$ cat config.mk
export PLATFORM = sky130hd
export DESIGN_NAME = channel_outage_ctrl_flat
export DESIGN_NICKNAME = d
export VERILOG_FILES = /design/src/rtl/channel_outage_ctrl_if.sv /design/src/rtl/channel_outage_ctrl.sv /design/src/flat_wrapper.sv
export SDC_FILE = /design/constraint.sdc
export NUM_CORES = 1
export LEC_CHECK = 0
export ABC_AREA = 1
export BUFFER_PORTS_ARGS = -buffer_cell sky130_fd_sc_hd__buf_2
export CORE_UTILIZATION = 45
export CTS_CLUSTER_SIZE = 20
export DETAILED_ROUTE_END_ITERATION = 10
export PLACE_DENSITY = 0.75
export SLEW_MARGIN = 20
export SYNTH_ARGS = -nofsm -noshare
export SYNTH_HDL_FRONTEND = slang
export SYNTH_SLANG_ARGS = --single-unit
$ cat constraint.sdc
create_clock -name clk -period 4 [get_ports clk]
set_input_delay 0.4 -clock clk [delete_from_list [all_inputs] [get_ports clk]]
set_output_delay 0.4 -clock clk [all_outputs]
set_load 0.02 [all_outputs]
$ cat src/rtl/channel_outage_ctrl_if.sv
// channel_outage_ctrl_if: control and status bundle between the board inputs and the outage controller.
interface channel_outage_ctrl_if #(
    parameter int CNT_W   = 16,
    parameter int EVCNT_W = 8
);
    logic [1:0]         mode_i;
    logic               manual_i;
    logic               start_i;
    logic [CNT_W-1:0]   clear_len_i;
    logic [CNT_W-1:0]   outage_len_i;
    logic               channel_interrupt_o;
    logic               outage_start_o;
    logic               busy_o;
    logic [EVCNT_W-1:0] outage_cnt_o;

    modport master (
        output mode_i, manual_i, start_i, clear_len_i, outage_len_i,
        input  channel_interrupt_o, outage_start_o, busy_o, outage_cnt_o
    );

    modport slave (
        input  mode_i, manual_i, start_i, clear_len_i, outage_len_i,
        output channel_interrupt_o, outage_start_o, busy_o, outage_cnt_o
    );
endinterface

$ cat src/rtl/channel_outage_ctrl.sv
// channel_outage_ctrl: sequences the channel interrupt to emulate link outages
// in off, manual, one-shot and periodic modes, counting outage events.
module channel_outage_ctrl #(
    parameter int CNT_W   = 16,
    parameter int EVCNT_W = 8
) (
    input logic                  clk,
    input logic                  rst_n,
    channel_outage_ctrl_if.slave bus
);
    typedef enum logic [1:0] {IDLE, CLEAR, OUTAGE} state_t;

    state_t             state_q, state_d;
    logic [CNT_W-1:0]   c_q, c_d, l_q, l_d, cnt_q, cnt_d;
    logic               int_q, int_d, os_q, os_d;
    logic [EVCNT_W-1:0] ev_q, ev_d;

    always_comb begin
        state_d = state_q;
        c_d     = c_q;
        l_d     = l_q;
        cnt_d   = cnt_q;
        if (!bus.mode_i[1]) begin
            state_d = IDLE;
        end else if (state_q == IDLE) begin
            if (bus.start_i) begin
                state_d = CLEAR;
                c_d     = (bus.clear_len_i == '0) ? CNT_W'(1) : bus.clear_len_i;
                l_d     = (bus.outage_len_i == '0) ? CNT_W'(1) : bus.outage_len_i;
                cnt_d   = c_d - CNT_W'(1);
            end
        end else if (cnt_q != '0) begin
            cnt_d = cnt_q - CNT_W'(1);
        end else if (state_q == CLEAR) begin
            state_d = OUTAGE;
            cnt_d   = l_q - CNT_W'(1);
        end else if (bus.mode_i[0]) begin
            state_d = CLEAR;
            cnt_d   = c_q - CNT_W'(1);
        end else begin
            state_d = IDLE;
        end
        // Interrupt is registered from the next state so it rises on the edge entering OUTAGE.
        int_d = (bus.mode_i == 2'b01) ? bus.manual_i : (state_d == OUTAGE);
        os_d  = int_d & ~int_q;
        ev_d  = (os_d && ev_q != '1) ? ev_q + EVCNT_W'(1) : ev_q;
    end

    always_ff @(posedge clk or negedge rst_n) begin
        if (!rst_n) begin
            state_q <= IDLE;
            c_q     <= '0;
            l_q     <= '0;
            cnt_q   <= '0;
            int_q   <= 1'b0;
            os_q    <= 1'b0;
            ev_q    <= '0;
        end else begin
            state_q <= state_d;
            c_q     <= c_d;
            l_q     <= l_d;
            cnt_q   <= cnt_d;
            int_q   <= int_d;
            os_q    <= os_d;
            ev_q    <= ev_d;
        end
    end

    assign bus.channel_interrupt_o = int_q;
    assign bus.outage_start_o      = os_q;
    assign bus.busy_o              = (state_q != IDLE);
    assign bus.outage_cnt_o        = ev_q;
endmodule

$ cat src/flat_wrapper.sv
// flat-port wrapper written by rule: the top's interface ports become plain ports
module channel_outage_ctrl_flat 
#(
    parameter int CNT_W   = 16,
    parameter int EVCNT_W = 8
)
  (clk, rst_n, bus_mode_i, bus_manual_i, bus_start_i, bus_clear_len_i, bus_outage_len_i, bus_channel_interrupt_o, bus_outage_start_o, bus_busy_o, bus_outage_cnt_o);
  channel_outage_ctrl_if #(.CNT_W(CNT_W), .EVCNT_W(EVCNT_W)) bus_i ();
  input logic clk;
  input logic rst_n;
  input wire logic [$bits(bus_i.mode_i)-1:0] bus_mode_i;
  input wire logic [$bits(bus_i.manual_i)-1:0] bus_manual_i;
  input wire logic [$bits(bus_i.start_i)-1:0] bus_start_i;
  input wire logic [$bits(bus_i.clear_len_i)-1:0] bus_clear_len_i;
  input wire logic [$bits(bus_i.outage_len_i)-1:0] bus_outage_len_i;
  output wire logic [$bits(bus_i.channel_interrupt_o)-1:0] bus_channel_interrupt_o;
  output wire logic [$bits(bus_i.outage_start_o)-1:0] bus_outage_start_o;
  output wire logic [$bits(bus_i.busy_o)-1:0] bus_busy_o;
  output wire logic [$bits(bus_i.outage_cnt_o)-1:0] bus_outage_cnt_o;
  assign bus_i.mode_i = bus_mode_i;
  assign bus_i.manual_i = bus_manual_i;
  assign bus_i.start_i = bus_start_i;
  assign bus_i.clear_len_i = bus_clear_len_i;
  assign bus_i.outage_len_i = bus_outage_len_i;
  assign bus_channel_interrupt_o = bus_i.channel_interrupt_o;
  assign bus_outage_start_o = bus_i.outage_start_o;
  assign bus_busy_o = bus_i.busy_o;
  assign bus_outage_cnt_o = bus_i.outage_cnt_o;
  channel_outage_ctrl #(.CNT_W(CNT_W), .EVCNT_W(EVCNT_W)) u_core (.clk(clk), .rst_n(rst_n), .bus(bus_i));
endmodule
Word level (Yosys, flattened, before mapping):

Index checks and enable logic that the tools add are counted.
Widths: inputs -> output; s select.

* reductions and logical operators: 9
* equal/unequal tests: 5
* bitwise operators: 2
* multiplexer cells: 14
* add/sub/neg operators: 5

Operators with widths (count)
* $mux 16: 7
* $sub 16x1->16 const B: 4
* $logic_not 16->1: 2
* $reduce_bool 16->1: 1
* $mux 2: 5
* $add 8x1->8 const B: 1
* $ne 8x8->1 const B: 1
* $reduce_and 3->1: 2
* $eq 2x1->1 const B: 2
* $reduce_bool 4->1: 1
* $eq 2x2->1 const B: 1
* $logic_not 2->1: 1
* $mux 1: 2
* $ne 2x2->1 const B: 1
* $reduce_bool 2->1: 1
* $and 1x1->1: 1
* $logic_and 1x1->1: 1
* $not 1->1: 1

* output and inout port bits: 11
* word-level logic and storage cells: 42
* flip-flop bits (word level): 60

Logic depth before layout (Yosys ltp):

Gate-level depths: netlist (run 1).

* depth in word-level cells: 9
* depth in mapped cells: 18
* gate-level depth less buffers: 17

Worst setup path before layout (run 1):

Ideal clock, no wire load.

* kind: register to register
* start: reg u_core.state_q[1]
* end: reg u_core.cnt_q[8]
* path buffers: 1
* cell stages (with the launch flop): 13
* data arrival time: 1.834 ns
* setup slack: 2.045 ns
* required time: 3.879 ns
* library setup time: 0.121 ns
* cells stage by stage: dfrtp_1 > nor2_4 > inv_4 > buf_2 > nand3b_1 > nand2_1 > ha_1 > inv_1 > nor2_4 > nand2_2 > xor2_1 > nand2_1 > o21ai_1

* cells in the longest elaborated chain, start to end: 4
* elaborated cells on any way between the ends: 8
* those cells by class: eq/ne (2); mux (3); reduce/logical (3)

Ends and longest elaborated chain
* from (decl): line channel_outage_ctrl.sv:13 `state_t state_q, state_d;`
* from (signal assigned): line channel_outage_ctrl.sv:59 `state_q <= state_d;`
* $eq 2x1->1: line channel_outage_ctrl.sv:34 `end else if (state_q == CLEAR) begin`
* $mux 16: line channel_outage_ctrl.sv:34
* $mux 16: line channel_outage_ctrl.sv:32 `end else if (cnt_q != '0) begin`
* $mux 16: line channel_outage_ctrl.sv:25 `end else if (state_q == IDLE) begin`
* to (signal assigned): line channel_outage_ctrl.sv:62 `cnt_q <= cnt_d;`
* to (decl): line channel_outage_ctrl.sv:14 `logic [CNT_W-1:0] c_q, c_d, l_q, l_d, cnt_q, cnt_d;`

Parallel ways exist; a longest one is shown, timed or not.
A chain may end at the register's enable or synchronous reset.

Worst setup path in the final report (run 1):

* start: reg u_core.state_q[1]
* end: reg u_core.cnt_q[7]

The elaborated chain is that of the path after synthesis.

==> results of run 1 <==
==> stage by stage <==
stage          setup slack (ns)  hold slack, ns   util  area, um^2  std cells
2_1_floorplan              2.04           0.104      -        3820        528
3_3_place_gp               1.64           0.463  0.499        4100        668
3_5_place_dp               1.53           0.463  0.499        4100        668
4_1_cts                    1.52           0.246  0.528        4340        684
5_1_grt                    1.28           0.280  0.528        4340        684
6_report                   1.49           0.196  0.528        4340        684
==> per-layer routing <==
layer,part of all wire,wire (um),vias up,track usage
met5,0,0,-,0
met4,0.027,262,0,0.0923
met3,0.052,503,21,0.0591
met2,0.49,4740,103,0.417
met1,0.44,4240,1754,0.293
li1,-,-,1765,-
==> final timing paths <==
kind / start / endpoint / slack, ns / cells after the start
worst max-delay path: u_core.state_q[1] / u_core.cnt_q[7] / 1.49 / 6
worst min-delay path: rst_n / u_core.cnt_q[10] / 0.20 / 2
worst max register to register: u_core.state_q[1] / u_core.cnt_q[7] / 1.49 / 6
worst min register to register: u_core.l_q[12] / u_core.l_q[12] / 0.48 / 2
max in group asynchronous: rst_n / u_core.c_q[8] / 3.27 / 2
min in group clk: bus_outage_len_i[13] / u_core.l_q[13] / 0.27 / 3
==> worst max-delay path: stages, from the launching register on <==
cell      delay [ns]
dfrtp_1         0.50
nor2_4          0.42
o21ai_0         0.20
nand2_1         0.40
clkinv_1        0.55
nand3_1         0.24
o21ai_1         0.08
==> state kept, by name, summed over array words and instances (netlist names) <==
name and flops:
u_core.bus.outage_start_o 1, u_core.state_q 2, u_core.l_q 16, u_core.c_q 16
u_core.bus.outage_cnt_o 8, u_core.bus.channel_interrupt_o 1, u_core.cnt_q 16
==> final cells by class <==
cell class                      count  area [um^2]  area share
Sequential cell                    60         1500       0.346
Tap cell                          105          131      0.0303
Clock inverter                      6          113      0.0260
Multi-Input combinational cell    393         1980       0.456
Clock buffer                       10          128      0.0294
Timing Repair Buffer               50          255      0.0588
Inverter                           60          230      0.0531
==> cell families after synthesis <==
kind of cell    after synthesis  share of synthesized area
xor+xnor                     11                     0.0252
flops                        60                      0.393
simple gates                331                      0.408
buf+inv                      75                     0.0881
fa+ha+maj                     2                    0.00655
compound gates               49                     0.0790
==> power groups by stage <==
stage	Sequential, mW	Combinational, mW	Clock, mW
6_report	0.846	0.641	0.685
3_3_place_gp	0.844	0.620	0
3_5_place_dp	0.851	0.635	0
4_1_cts	0.843	0.640	0.682
2_1_floorplan	0.848	0.473	0
5_1_grt	0.862	0.723	0.709
==> layout by cell type, fill, tap and decap left out, types with 7 or more instances in the layout <==
master	instances
nand4_1	8
nand3_1	44
nor2_2	8
o21ai_2	7
clkbuf_8	9
dfrtp_1	60
buf_2	48
nand2_1	195
nor2_1	28
nand2_2	21
o21ai_1	7
inv_1	50
inv_2	7
o21ai_0	26
==> flow_summary.json, run 1 <==
{
  "status": "finished clean",
  "slew-limit-headroom": 0.480,
  "post_drt_wl_per_cell_um": 14.2,
  "clockBufferDepth": 2,
  "fin_skew_ns": 0.00807,
  "synthFlopType": "dfrtp_1",
  "dr.pass1.iters": 5,
  "grt_pass1_wl_um": 16400,
  "rows": 33,
  "die_x_um": 94.1,
  "total_leakage_power_nw": 2.30,
  "synth_top_area_share": 0.393,
  "ctsResizeCount": 0,
  "pwr_density_cell_nw_per_um2": 501,
  "max_freq_ghz": 0.398,
  "seq_area_frac_synth": 0.393,
  "gp_congestion": 0.900,
  "num_antenna_cells": 0,
  "post-route-period-util": 0.627,
  "p_int_mw": 1.37,
  "ant_nets": 0,
  "dp_hpwl_um": 7090,
  "core_area_um2": 8220,
  "path_clk_slew_ns": 0.08,
  "synth_area_um2": 3820,
  "synth_most_common_cell": "nand2_1",
  "fillCellCount": 795,
  "ys_seq_elements": 60,
  "via_per_inst": 5.33,
  "combinationalPowerShare": 0.295,
  "grt_setup_unrepaired": "no",
  "power_mw": 2.17,
  "cts_sinks": 60,
  "maxCapViolations": 0,
  "power.share.clock": 0.315,
  "first_global_vias": 3536,
  "grt_usage": 0.243,
  "yosys-top-cells-area": "dfrtp_1 39%, nand2_1 19%, nand3_1 5.8%",
  "synth_top_area_cell": "dfrtp_1",
  "area.growth.synth_to_final_pct": 13.6,
  "start_util": 0.465,
  "startpoint_type": "flip-flop",
  "antenna_found_initial": 0,
  "fin_nets": 614,
  "slew_viol_final": 0,
  "first_iter_violations": 179,
  "grt_overflow": 0,
  "hold_viol": 0,
  "postSynthCellCount": 528,
  "cts-root-buf": "clkbuf_8",
  "crit_path_end_kind": "flip-flop",
  "clkLatencyLatePin_ns": 0.35,
  "ctsHoldBuffers": 0,
  "power_switching_mw": 0.798,
  "cts_setup_buffers": 0,
  "tns_ns": 0,
  "cts_tree": "yes",
  "worstPathRequired_ns": 4.22,
  "syn_nets": 568,
  "dieArea_um2": 8860,
  "fin_crit_ns": 2.51,
  "io_pins": 49,
  "async_flop_share": 1.00,
  "critPathArrivalTime_ns": 2.73,
  "die-height_um": 94.1,
  "setup_viol": 0,
  "criticalPathCategory": "flip-flop to flip-flop",
  "grt_max_degree": 61,
  "num_vias": 3643,
  "yosys_warnings": 0,
  "htree_levels": 3,
  "avgSynthCellArea_um2": 7.23,
  "routed_wl_um": 9750,
  "drive_gt1_frac": 0.225,
  "p_sw_frac": 0.368,
  "irDropWorstVdd_v": 0.000263,
  "numCtsBuffers": 9,
  "crit_path_max_fanout": 18,
  "drc": 0,
  "synth-edff-count": 0,
  "min_path_type": "primary input to async pin",
  "port_buffers": 48,
  "synthTopCellsByCount": "195 x nand2_1, 60 x dfrtp_1, 50 x inv_1",
  "worst_pin_slew_ns": 0.780,
  "ys_types": 38,
  "seq_power_share": 0.390
}
(Power assumes the default switching activity.)
==> run 2: changes to the inputs <==
Clock period 4 ns to 2.4 ns, I/O delays scaled along.
==> flow_summary.json, run 2 (synthesized netlist as in run 1, its figures left out) <==
{
  "status": "finished clean",
  "reg_top3": "u_core.c_q x16, u_core.cnt_q x16, u_core.l_q x16",
  "clkLatencyLatePin_ns": 0.34,
  "die-height_um": 94.1,
  "post-route-period-util": 0.894,
  "port_buffers": 48,
  "crit_path_end_kind": "flip-flop",
  "hold_end": "u_core.l_q[13]",
  "grt_max_degree": 38,
  "hold_depth": 3,
  "first_iter_violations": 179,
  "pwr_density_cell_nw_per_um2": 820,
  "ant_nets": 0,
  "grt_pass1_wl_um": 16100,
  "min_path_type": "primary input to flip-flop",
  "final_common_cell": "nand2_1",
  "mostFrequentLayoutCells": "195 x nand2_1, 60 x dfrtp_1, 50 x inv_1",
  "cts_setup_buffers": 0,
  "r2r_end": "u_core.cnt_q[14]",
  "gp_congestion": 1.00,
  "drc": 0,
  "crit_path_max_fanout": 17,
  "cts_sinks": 60,
  "num_antenna_cells": 0,
  "top_layer": "met4",
  "worst_pin_slew_ns": 0.660,
  "startpoint_type": "flip-flop",
  "max_freq_ghz": 0.466,
  "cts-root-buf": "clkbuf_8",
  "criticalPathCategory": "flip-flop to flip-flop",
  "post_drt_wl_per_cell_um": 13.7,
  "fin_nets": 619,
  "dp_hpwl_um": 7070,
  "worstPathRequired_ns": 2.63,
  "grt_setup_unrepaired": "no",
  "grt_usage": 0.239,
  "slew_viol_final": 0,
  "wl_met3_um": 528,
  "rows": 33,
  "fin_skew_ns": 0.0119,
  "ctsResizeCount": 0,
  "core_area_um2": 8220,
  "critPathArrivalTime_ns": 2.37,
  "met1_length_um": 4190,
  "hold_start": "bus_outage_len_i[13]",
  "numCtsBuffers": 9,
  "tns_ns": 0,
  "htree_levels": 3,
  "grt_overflow": 0,
  "wl_met2_um": 4470,
  "rr_worst_depth": 16,
  "setup_viol": 0,
  "drive_gt1_frac": 0.228,
  "first_global_vias": 3481,
  "utilization": 0.534,
  "total_leakage_power_nw": 2.32,
  "maxCapViolations": 0,
  "reg2reg_from": "u_core.state_q[0]",
  "routed_wl_um": 9410,
  "irDropWorstVdd_v": 0.000572,
  "slew-limit-headroom": 0.560,
  "fin_hold_ws_ns": 0.109,
  "clockBufferDepth": 2,
  "io_pins": 49,
  "dieArea_um2": 8860,
  "num_vias": 3555,
  "via_per_inst": 5.17,
  "cts_tree": "yes",
  "antenna_found_initial": 0,
  "hold_viol": 0,
  "path_clk_slew_ns": 0.07,
  "die_x_um": 94.1,
  "area.growth.synth_to_final_pct": 15.0,
  "dr.pass1.iters": 5,
  "start_util": 0.465,
  "r2r_slack_ns": 0.26,
  "fin_crit_ns": 2.14
}
-- run 2: cell types whose count changed in the layout (fill, tap and decap cells not counted), sizes merged --
cell / before / now
clkinvlp: 0 / 1
buf: 50 / 54
dlygate4sd3: 0 / 1
clkinv: 4 / 1
clkbuf: 10 / 11
-- run 2: per-stage QoR --
stage / power [mW] / instances / area (um^2) / worst slack [ns]
2_1_floorplan: 2.20 / 528 / 3820 / 0.445
5_1_grt: 3.83 / 688 / 4390 / 0.0175
4_1_cts: 3.61 / 688 / 4390 / 0.250
6_report: 3.60 / 688 / 4390 / 0.255
3_5_place_dp: 2.49 / 672 / 4140 / 0.272
3_3_place_gp: 2.46 / 672 / 4140 / 0.304
-- run 2: how the worst max path moves through the flow --
stage,to,depth (start not counted),slack [ns],start
2_1_floorplan,u_core.cnt_q[8],12,0.44,u_core.state_q[1]
3_3_place_gp,u_core.cnt_q[14],16,0.30,u_core.state_q[0]
3_5_place_dp,u_core.cnt_q[14],16,0.27,u_core.state_q[0]
4_1_cts,u_core.cnt_q[14],16,0.25,u_core.state_q[0]
5_1_grt,u_core.cnt_q[8],15,0.02,u_core.cnt_q[9]
6_report,u_core.cnt_q[14],16,0.26,u_core.state_q[0]
-- run 2: worst max-delay path: stages, from the launching register on --
cell and delay (ns):
dfrtp_1 0.47, inv_2 0.10, nor2_8 0.22, nand2_2 0.07
o21ai_2 0.06, nor2_1 0.07, inv_1 0.05, nand3b_1 0.07
nand2_1 0.11, ha_1 0.17, nand3_1 0.14, nor2_2 0.19
nand2_1 0.08, nand2_1 0.06, nand2_1 0.05, nand2_1 0.06
nand2_1 0.06
-- run 2: metal layers --
layer	track usage	vias up
met5	0	-
met4	0.100	0
met3	0.0494	22
met2	0.403	125
met1	0.294	1647
li1	-	1761
-- run 2: cell type report --
class / count / area [um^2]
Clock buffer: 11 / 141
Clock inverter: 4 / 97.6
Fill cell: 783 / 3830
Inverter: 60 / 230
Multi-Input combinational cell: 393 / 1980
Sequential cell: 60 / 1500
Tap cell: 105 / 131
Timing Repair Buffer: 55 / 308
-- run 2: timing repair --
item | 4_1_cts | 5_1_grt
hold buffers | 1 | 0
hold endpoints to repair | 26 | 0
endpoints found under the setup margin | 0 | 0
-- run 2: power by group --
| part | switching [mW] | internal (mW) | total [mW] | leakage [nW] |
|---|---|---|---|---|
| Sequential | 0.168 | 1.24 | 1.40 | 0.751 |
| Clock | 0.407 | 0.713 | 1.12 | 0.116 |
| Combinational | 0.701 | 0.373 | 1.07 | 1.46 |
| Total | 1.28 | 2.32 | 3.60 | 2.32 |
==> run 3: changes to the inputs <==
Settings changed: CORE_UTILIZATION 45 to 40, MAX_ROUTING_LAYER set to met4, PLACE_DENSITY 0.75 to 0.69.
==> flow_summary.json, run 3 (synthesized netlist as in run 1, its figures left out) <==
{
  "status": "finished clean",
  "fin_nets": 623,
  "design_area_um2": 4390,
  "dpl-instance-area_um2": 4170,
  "io_pins": 49,
  "grt_max_degree": 38,
  "total_leakage_power_nw": 2.31,
  "setup.worst_path.start": "u_core.cnt_q[0]",
  "worst_pin_slew_ns": 0.652,
  "worstPathRequired_ns": 2.67,
  "slew_viol_final": 0,
  "routed_wl_um": 9550,
  "multi_input_comb_area_um2": 1980,
  "gp_congestion": 0.951,
  "max_freq_ghz": 0.473,
  "ant_nets": 0,
  "reg2reg_from": "u_core.cnt_q[0]",
  "first_global_vias": 3416,
  "via_per_inst": 4.88,
  "port_buffers": 48,
  "hold_start": "bus_outage_len_i[13]",
  "r2r_slack_ns": 0.29,
  "cts_sinks": 60,
  "reg_top3": "u_core.c_q x16, u_core.cnt_q x16, u_core.l_q x16",
  "antenna_found_initial": 0,
  "dieArea_um2": 9940,
  "grt_pass1_wl_um": 16000,
  "fin_hold_ws_ns": 0.107,
  "hold_viol": 0,
  "ctsResizeCount": 0,
  "mostFrequentLayoutCells": "195 x nand2_1, 60 x dfrtp_1, 50 x inv_1",
  "die-height_um": 99.7,
  "start_util": 0.413,
  "post-route-period-util": 0.881,
  "dp_hpwl_um": 7250,
  "utilization": 0.475,
  "drc": 0,
  "final_common_cell": "nand2_1",
  "grt_usage": 0.215,
  "critPathArrivalTime_ns": 2.38,
  "dr.pass1.iters": 5,
  "pwr_density_cell_nw_per_um2": 755,
  "num_vias": 3494,
  "numCtsBuffers": 9,
  "core_area_um2": 9240,
  "fillCellCount": 933,
  "fin_crit_ns": 2.11,
  "drive_gt1_frac": 0.235,
  "crit_path_max_fanout": 15,
  "startpoint_type": "flip-flop",
  "setup_viol": 0,
  "clockBufferDepth": 2,
  "fin_skew_ns": 0.0134,
  "slew-limit-headroom": 0.565,
  "post_drt_wl_per_cell_um": 13.3,
  "tns_ns": 0,
  "grt_overflow": 0,
  "irDropWorstVdd_v": 0.000383,
  "cts_tree": "yes",
  "num_antenna_cells": 0,
  "first_iter_violations": 127,
  "clkLatencyLatePin_ns": 0.35,
  "rows": 35,
  "path_clk_slew_ns": 0.08,
  "register_area_um2": 1500,
  "criticalPathCategory": "flip-flop to flip-flop",
  "min_path_type": "primary input to flip-flop",
  "crit_path_end_kind": "flip-flop",
  "maxCapViolations": 0,
  "die_x_um": 99.7,
  "grt_setup_unrepaired": "no",
  "htree_levels": 3,
  "area.growth.synth_to_final_pct": 14.9,
  "cts-root-buf": "clkbuf_8"
}
run 3: cell count changes in the layout (fill, tap and decap cells not counted):
cell        delta
buf_4          +4
bufinv_16      -3
clkinv_2       +2
clkbuf_1       -1
clkbuf_8       +1
clkinvlp_4     +1
run 3: power by group:
part	internal [mW]	switching (mW)	total, mW	leakage, nW
registers	1.24	0.165	1.40	0.751
clock network	0.421	0.410	0.832	0.0872
logic	0.385	0.695	1.08	1.48
run 3: cell type report:
cell class,count,area share
Multi-Input combinational cell,393,0.451
Sequential cell,60,0.342
Timing Repair Buffer,59,0.0770
Inverter,60,0.0525
Tap cell,129,0.0368
Clock buffer,11,0.0345
Clock inverter,4,0.00570
run 3: stage by stage:
stage | std cells | setup WS, ns | power [mW]
floorplan | 528 | 0.445 | 2.20
global placement | 696 | 0.296 | 2.46
detailed placement | 696 | 0.248 | 2.48
CTS | 712 | 0.250 | 3.33
global route | 716 | 0.0302 | 3.56
finish | 716 | 0.287 | 3.31
run 3: metal layers:
layer / track usage / vias up / share of wire
li1: - / 1767 / -
met1: 0.264 / 1615 / 0.45
met5: - / - / 0
met3: 0.0710 / 19 / 0.058
met4: 0.0792 / 0 / 0.027
met2: 0.331 / 93 / 0.46
run 3: path summary, 6_finish.rpt:
check,end,depth (start not counted)
hold reg to reg,u_core.l_q[7],2
hold / removal,u_core.l_q[13],3
setup / recovery,u_core.cnt_q[8],14
max in group asynchronous,u_core.c_q[7],3
setup reg to reg,u_core.cnt_q[8],14
min in group asynchronous,u_core.cnt_q[11],2
run 3: what timing repair did:
item / 4_1_cts / 5_1_grt
setup endpoints to repair: 0 / 2
hold endpoints to repair: 26 / 0
setup buffers: 0 / 4
hold buffers: 1 / 0
run 3: critical path: stages, from the launching register on:
cell	delay [ns]
dfrtp_1	0.44
nor2_2	0.11
nand2_2	0.10
nor2_8	0.13
buf_4	0.22
nand3_1	0.11
nand3_1	0.09
nand2_2	0.07
ha_1	0.21
inv_1	0.12
nor2_4	0.07
nand2_2	0.08
xor2_1	0.14
nand2_1	0.06
o21ai_1	0.07
